--- config.mk ---
export PLATFORM = sky130hd
export DESIGN_NAME = spdif_tx_flat
export DESIGN_NICKNAME = d
export VERILOG_FILES = /design/src/rtl/spdif_pkg.sv /design/src/rtl/spdif_tx_if.sv /design/src/rtl/spdif_bmc_enc.sv /design/src/rtl/spdif_tx.sv /design/src/flat_wrapper.sv
export SDC_FILE = /design/constraint.sdc
export NUM_CORES = 1
export LEC_CHECK = 0
export CORE_MARGIN = 5
export CORE_UTILIZATION = 51
export CTS_BUF_LIST = sky130_fd_sc_hd__clkbuf_8
export DETAILED_ROUTE_END_ITERATION = 8
export MAX_ROUTING_LAYER = met4
export PLACE_DENSITY = 0.73
export SLEW_MARGIN = 15
export SYNTH_ARGS = -nofsm -noshare
export SYNTH_HDL_FRONTEND = slang
export SYNTH_SLANG_ARGS = --single-unit
--- constraint.sdc ---
create_clock -name I_clk -period 3 [get_ports I_clk]
set_input_delay 0.6 -clock I_clk [delete_from_list [all_inputs] [get_ports I_clk]]
set_output_delay 0.6 -clock I_clk [all_outputs]
set_load 0.1 [all_outputs]
--- src/rtl/spdif_pkg.sv ---
// Shared constants and types for the S/PDIF (IEC 60958) transmitter.
package spdif_pkg;

    localparam int AUDIO_WIDTH      = 24;
    localparam int UI_PER_SUBFRAME  = 64;
    localparam int FRAMES_PER_BLOCK = 192;
    localparam int PREAMBLE_UIS     = 8;
    localparam int CAPTURE_UI       = 6;

    // Subframe bit positions; bit n occupies UIs 2n and 2n+1.
    localparam int BIT_POS_AUDIO = 4;
    localparam int BIT_POS_V     = 28;
    localparam int BIT_POS_U     = 29;
    localparam int BIT_POS_C     = 30;
    localparam int BIT_POS_P     = 31;

    // Preamble line patterns for a previous line level of 0, first UI in the MSB.
    localparam logic [7:0] PRE_B = 8'b11101000;
    localparam logic [7:0] PRE_M = 8'b11100010;
    localparam logic [7:0] PRE_W = 8'b11100100;

    typedef enum logic [1:0] {
        PRE_SEL_B,
        PRE_SEL_M,
        PRE_SEL_W
    } pre_sel_t;

    function automatic logic [7:0] preamble_pattern(input pre_sel_t sel);
        case (sel)
            PRE_SEL_B: return PRE_B;
            PRE_SEL_M: return PRE_M;
            default:   return PRE_W;
        endcase
    endfunction

endpackage

--- src/rtl/spdif_tx_if.sv ---
// Audio-source side of the S/PDIF transmitter: sample/status inputs,
// per-subframe requests, timing flags and the serial line.
interface spdif_tx_if;
    import spdif_pkg::*;

    logic [AUDIO_WIDTH-1:0] I_audio_d;
    logic                   I_validity_bit;
    logic                   I_user_bit;
    logic                   I_chan_status_bit;
    logic                   O_audio_d_req;
    logic                   O_validity_bit_req;
    logic                   O_user_bit_req;
    logic                   O_chan_status_bit_req;
    logic                   O_block_start_flag;
    logic                   O_sub_frame0_flag;
    logic                   O_sub_frame1_flag;
    logic                   O_Spdif_tx_data;

    // Audio source: supplies samples and status bits, consumes requests/flags.
    modport master (
        output I_audio_d, I_validity_bit, I_user_bit, I_chan_status_bit,
        input  O_audio_d_req, O_validity_bit_req, O_user_bit_req,
        input  O_chan_status_bit_req, O_block_start_flag,
        input  O_sub_frame0_flag, O_sub_frame1_flag, O_Spdif_tx_data
    );

    // Transmitter.
    modport slave (
        input  I_audio_d, I_validity_bit, I_user_bit, I_chan_status_bit,
        output O_audio_d_req, O_validity_bit_req, O_user_bit_req,
        output O_chan_status_bit_req, O_block_start_flag,
        output O_sub_frame0_flag, O_sub_frame1_flag, O_Spdif_tx_data
    );

endinterface

--- src/rtl/spdif_bmc_enc.sv ---
// Biphase-mark / preamble encoder: next line level for one UI, given the
// level currently on the line.
module spdif_bmc_enc
    import spdif_pkg::*;
(
    input  logic     bit_val,
    input  logic [5:0] ui_phase,
    input  pre_sel_t pre_sel,
    input  logic     prev_level,
    output logic     line_level
);

    logic [8:0] pat_ext;
    logic [3:0] pos;

    // Preamble UIs replay the pattern as relative toggles (so a line at 1
    // yields the inverted pattern); data UIs apply biphase-mark coding.
    always_comb begin
        pat_ext = {1'b0, preamble_pattern(pre_sel)};
        pos     = 4'd7 - {1'b0, ui_phase[2:0]};
        if (ui_phase < 6'(PREAMBLE_UIS)) begin
            line_level = prev_level ^ pat_ext[pos] ^ pat_ext[pos + 4'd1];
        end else if (!ui_phase[0]) begin
            line_level = ~prev_level;
        end else begin
            line_level = prev_level ^ bit_val;
        end
    end

endmodule

--- src/rtl/spdif_tx.sv ---
// S/PDIF transmitter top: UI/subframe/frame counters, payload capture with
// even parity, registered flags/requests and the serial line.
module spdif_tx
    import spdif_pkg::*;
(
    input logic       I_clk,
    input logic       I_rst,
    spdif_tx_if.slave bus
);

    localparam logic [5:0] UI_LAST    = 6'(UI_PER_SUBFRAME - 1);
    localparam logic [7:0] FRAME_LAST = 8'(FRAMES_PER_BLOCK - 1);

    // Position of the UI that the next clock edge will put on the outputs.
    logic [5:0]  ui_cnt;
    logic        sub_idx;
    logic [7:0]  frame_cnt;

    logic [31:0] payload;
    logic        parity;
    logic        bit_val;
    pre_sel_t    pre_sel;
    logic        line_d;

    logic        req_q;
    logic        blk_q;
    logic        sf0_q;
    logic        sf1_q;
    logic        line_q;

    // Preamble choice: B opens a block, M other left subframes, W right ones.
    always_comb begin
        // NOTE: every path assigns pre_sel, so no latch is inferred.
        if (!sub_idx) begin
            pre_sel = (frame_cnt == 8'd0) ? PRE_SEL_B : PRE_SEL_M;
        end else begin
            pre_sel = PRE_SEL_W;
        end
    end

    assign parity  = ^{bus.I_audio_d, bus.I_validity_bit, bus.I_user_bit, bus.I_chan_status_bit};
    assign bit_val = payload[ui_cnt[5:1]];

    spdif_bmc_enc u_enc (
        .bit_val    (bit_val),
        .ui_phase   (ui_cnt),
        .pre_sel    (pre_sel),
        .prev_level (line_q),
        .line_level (line_d)
    );

    // UI, subframe and frame counters; all wraps resolve on the same edge.
    always_ff @(posedge I_clk) begin
        // NOTE: non-blocking assignments make every register see pre-edge values, independent of statement order.
        if (I_rst) begin
            ui_cnt    <= '0;
            sub_idx   <= 1'b0;
            frame_cnt <= '0;
        end else if (ui_cnt == UI_LAST) begin
            ui_cnt  <= '0;
            sub_idx <= ~sub_idx;
            if (sub_idx) begin
                frame_cnt <= (frame_cnt == FRAME_LAST) ? 8'd0 : frame_cnt + 8'd1;
            end
        end else begin
            ui_cnt <= ui_cnt + 6'd1;
        end
    end

    // Sample audio, V, U, C and the derived parity on the edge producing UI 6.
    always_ff @(posedge I_clk) begin
        if (I_rst) begin
            payload <= '0;
        end else if (ui_cnt == 6'(CAPTURE_UI)) begin
            payload[BIT_POS_AUDIO-1:0]               <= '0;
            payload[BIT_POS_AUDIO +: AUDIO_WIDTH]    <= bus.I_audio_d;
            payload[BIT_POS_V]                       <= bus.I_validity_bit;
            payload[BIT_POS_U]                       <= bus.I_user_bit;
            payload[BIT_POS_C]                       <= bus.I_chan_status_bit;
            payload[BIT_POS_P]                       <= parity;
        end
    end

    // Registered outputs, all describing the same UI as the line level.
    always_ff @(posedge I_clk) begin
        if (I_rst) begin
            req_q  <= 1'b0;
            blk_q  <= 1'b0;
            sf0_q  <= 1'b0;
            sf1_q  <= 1'b0;
            line_q <= 1'b0;
        end else begin
            req_q  <= (ui_cnt == 6'd0);
            blk_q  <= !sub_idx && (frame_cnt == 8'd0);
            sf0_q  <= !sub_idx;
            sf1_q  <= sub_idx;
            line_q <= line_d;
        end
    end

    assign bus.O_audio_d_req         = req_q;
    assign bus.O_validity_bit_req    = req_q;
    assign bus.O_user_bit_req        = req_q;
    assign bus.O_chan_status_bit_req = req_q;
    assign bus.O_block_start_flag    = blk_q;
    assign bus.O_sub_frame0_flag     = sf0_q;
    assign bus.O_sub_frame1_flag     = sf1_q;
    assign bus.O_Spdif_tx_data       = line_q;

endmodule

--- src/flat_wrapper.sv ---
// flat-port wrapper written by rule: the top's interface ports become plain ports
module spdif_tx_flat import spdif_pkg::*;
  (I_clk, I_rst, bus_I_audio_d, bus_I_validity_bit, bus_I_user_bit, bus_I_chan_status_bit, bus_O_audio_d_req, bus_O_validity_bit_req, bus_O_user_bit_req, bus_O_chan_status_bit_req, bus_O_block_start_flag, bus_O_sub_frame0_flag, bus_O_sub_frame1_flag, bus_O_Spdif_tx_data);
  spdif_tx_if bus_i ();
  input logic I_clk;
  input logic I_rst;
  input wire logic [$bits(bus_i.I_audio_d)-1:0] bus_I_audio_d;
  input wire logic [$bits(bus_i.I_validity_bit)-1:0] bus_I_validity_bit;
  input wire logic [$bits(bus_i.I_user_bit)-1:0] bus_I_user_bit;
  input wire logic [$bits(bus_i.I_chan_status_bit)-1:0] bus_I_chan_status_bit;
  output wire logic [$bits(bus_i.O_audio_d_req)-1:0] bus_O_audio_d_req;
  output wire logic [$bits(bus_i.O_validity_bit_req)-1:0] bus_O_validity_bit_req;
  output wire logic [$bits(bus_i.O_user_bit_req)-1:0] bus_O_user_bit_req;
  output wire logic [$bits(bus_i.O_chan_status_bit_req)-1:0] bus_O_chan_status_bit_req;
  output wire logic [$bits(bus_i.O_block_start_flag)-1:0] bus_O_block_start_flag;
  output wire logic [$bits(bus_i.O_sub_frame0_flag)-1:0] bus_O_sub_frame0_flag;
  output wire logic [$bits(bus_i.O_sub_frame1_flag)-1:0] bus_O_sub_frame1_flag;
  output wire logic [$bits(bus_i.O_Spdif_tx_data)-1:0] bus_O_Spdif_tx_data;
  assign bus_i.I_audio_d = bus_I_audio_d;
  assign bus_i.I_validity_bit = bus_I_validity_bit;
  assign bus_i.I_user_bit = bus_I_user_bit;
  assign bus_i.I_chan_status_bit = bus_I_chan_status_bit;
  assign bus_O_audio_d_req = bus_i.O_audio_d_req;
  assign bus_O_validity_bit_req = bus_i.O_validity_bit_req;
  assign bus_O_user_bit_req = bus_i.O_user_bit_req;
  assign bus_O_chan_status_bit_req = bus_i.O_chan_status_bit_req;
  assign bus_O_block_start_flag = bus_i.O_block_start_flag;
  assign bus_O_sub_frame0_flag = bus_i.O_sub_frame0_flag;
  assign bus_O_sub_frame1_flag = bus_i.O_sub_frame1_flag;
  assign bus_O_Spdif_tx_data = bus_i.O_Spdif_tx_data;
  spdif_tx u_core (.I_clk(I_clk), .I_rst(I_rst), .bus(bus_i));
endmodule
==> results.cfg <==
[outcome]
status = finished, final reports clean

[placement]
io_buffers = 36
place.gp.congestion = 0.803
dp.cells = 362
dp_hpwl_um = 3720

[worst_setup_path]
arrival_ns = 2.61
required_ns = 3.20
crit_type = register to register
end_kind = register
cp-start-kind = register
path_max_fanout = 9

[finish]
area_growth_pct = 19.0
drive_gt1_frac = 0.104
layout.cells.non_filler = 370
antenna_cells = 0
nets = 350
fill_cells = 428

[cts]
ctsResizeCount = 0
cts_inserted_buffers = 5
clk_latency_ns = 0.30
root_buffer = clkbuf_8
cts.sinks = 48
cts_max_path_buffers = 2
postCtsSetupBuffers = 0
clkTransAtPathRegs_ns = 0.09
postCtsHoldBufs = 0
cts_tree = done
htreeDepth = 2

[synth]
syn_inst = 286
ys.flop_type = dfxtp_1
syn_area_per_cell_um2 = 8.50
synth_edf_count = 0
synth_area_leader_cell = dfxtp_1
ys_seq_area_frac = 0.395
ys_top_cells_by_area = dfxtp_1 40%, xnor2_1 11%, nand2_1 9.6%
synth_most_common_cell = nand2_1
netlist_top_cells_count = 62 x nand2_1, 48 x dfxtp_1, 32 x a21oi_1
syn_nets = 321
synth_top_area_share = 0.395
synth_warnings = 0
synth_area_um2 = 2430
ys_seq_elements = 48
synth_cell_types = 38
async_flop_share = 0

[global_route]
grt_first_pass_wirelength_um = 8270
antenna_found_initial = 0
grtUsageTotal = 0.170
grt_max_degree = 29
grt_pass1_vias = 1822
grt_overflow = 0

[detailed_routing]
vias = 1950
drc_errors = 0
routed_wl_um = 4980
wl_per_cell_um = 13.5
routed_via_density = 5.27
drt_iter0_drc = 126
drtPass1Iterations = 4
ant_nets = 0

[die]
io_pins = 37
die_area_um2 = 6250
die_w_um = 79.1
rows = 25
fp.dieH_um = 79.1
start_util = 0.518
core_um2 = 4690

[timing]
period_share = 0.803
max_freq_mhz = 415
finalClockSkew_ns = 0.00842
hold_viol = 0
tns_ns = 0
max_slew_margin = 0.661
setup_violations = 0
drv_slew = 0
tightest_slew_ns = 0.501
finalCriticalPeriod_ns = 2.41
rsz0062_at_grt = no

[power_and_ir_drop]
p_comb_frac = 0.224
total_power_w = 0.00144
power_frac_seq = 0.461
power_density_nw_per_um2 = 499
p_switching_w = 0.000410
p_int_w = 0.00103
switching_share = 0.284
clkPwrFrac = 0.315
irDropWorstVdd_v = 0.000221
power.leakage_nw = 1.02

[hold_path]
hp-class = register to register

[flow_run]
max_cap_viol_count = 0
## logic make-up (layout without fill, tap and decap cells)
| group | Yosys count | in the layout | share of synthesized area |
|---|---|---|---|
| AND/OR/NAND/NOR | 117 | 117 | 0.216 |
| AO/OA/AOI/OAI | 41 | 41 | 0.0926 |
| XOR/XNOR | 39 | 39 | 0.140 |
| adder cells (fa/ha/maj) | 6 | 6 | 0.0309 |
| buffers and inverters | 25 | 55 | 0.0478 |
| multiplexers | 10 | 10 | 0.0777 |
| flip-flops | 48 | 48 | 0.395 |
## worst max-delay path: stages (launching register included)
cell and delay (ns):
dfxtp_1 0.58, inv_1 0.18, ha_1 0.33, inv_1 0.08, nand3_1 0.07, a31o_2 0.26
o21ai_2 0.15, xnor2_1 0.10, a22oi_1 0.21, mux2_1 0.34
## flip-flops by register name, indices dropped and copies added, names as in the netlist
signal,cells
u_core.payload,28
u_core.frame_cnt,8
u_core.ui_cnt,6
u_core.bus.O_Spdif_tx_data,1
u_core.bus.O_audio_d_req,1
u_core.bus.O_block_start_flag,1
u_core.bus.O_sub_frame0_flag,1
u_core.bus.O_sub_frame1_flag,1
u_core.sub_idx,1
## worst paths after layout
check,cells after the start,endpoint,slack [ns],start
min reg2reg,2,u_core.payload[19],0.46,u_core.payload[19]
min,2,u_core.payload[19],0.46,u_core.payload[19]
max reg2reg,9,u_core.bus.O_Spdif_tx_data,0.59,u_core.ui_cnt[1]
max,9,u_core.bus.O_Spdif_tx_data,0.59,u_core.ui_cnt[1]
## metal layers
metal / track usage / share of wire / vias up / wire, um
met4: 0.0533 / 0.014 / 0 / 70
li1: - / - / 999 / -
met3: 0.0363 / 0.038 / 7 / 191
met1: 0.218 / 0.47 / 905 / 2360
met2: 0.269 / 0.47 / 39 / 2350
met5: - / 0 / - / 0
## power by group through the flow
| stage | Sequential (W) | Clock (W) | Combinational (W) |
|---|---|---|---|
| 6_report | 0.000666 | 0.000455 | 0.000324 |
| 2_1_floorplan | 0.000722 | 0 | 0.000198 |
| 5_1_grt | 0.000669 | 0.000489 | 0.000346 |
| 3_3_place_gp | 0.000680 | 0 | 0.000320 |
| 4_1_cts | 0.000666 | 0.000464 | 0.000326 |
| 3_5_place_dp | 0.000681 | 0 | 0.000324 |
## through the flow
stage / utilization / worst slack, ns / area, um^2 / hold slack, ns
floorplan: - / 0.769 / 2430 / 0.429
global placement: 0.594 / 0.757 / 2790 / 0.444
detailed placement: 0.594 / 0.692 / 2790 / 0.447
CTS: 0.617 / 0.633 / 2900 / 0.461
global route: 0.617 / 0.465 / 2900 / 0.476
finish: 0.617 / 0.591 / 2900 / 0.460
## placed cells by master, fill, tap and decap left out, types with 6 or more instances in the layout
master / n
nor2_1: 23
nand3_1: 6
clkdlybuf4s50_1: 28
a21oi_1: 32
buf_4: 14
xor2_1: 9
ha_1: 6
dfxtp_1: 48
nand2_1: 62
xnor2_1: 30
mux4_2: 7
inv_1: 6
## area by class of cell
| class | count | area, um^2 | share of cell area |
|---|---|---|---|
| Inverter | 5 | 18.8 | 0.00648 |
| Clock buffer | 5 | 68.8 | 0.0238 |
| Sequential cell | 48 | 961 | 0.332 |
| Tap cell | 54 | 67.6 | 0.0233 |
| Clock inverter | 3 | 38.8 | 0.0134 |
| Timing Repair Buffer | 42 | 385 | 0.133 |
| Multi-Input combinational cell | 213 | 1360 | 0.468 |
Note: power is estimated with default switching activity, not from simulation.
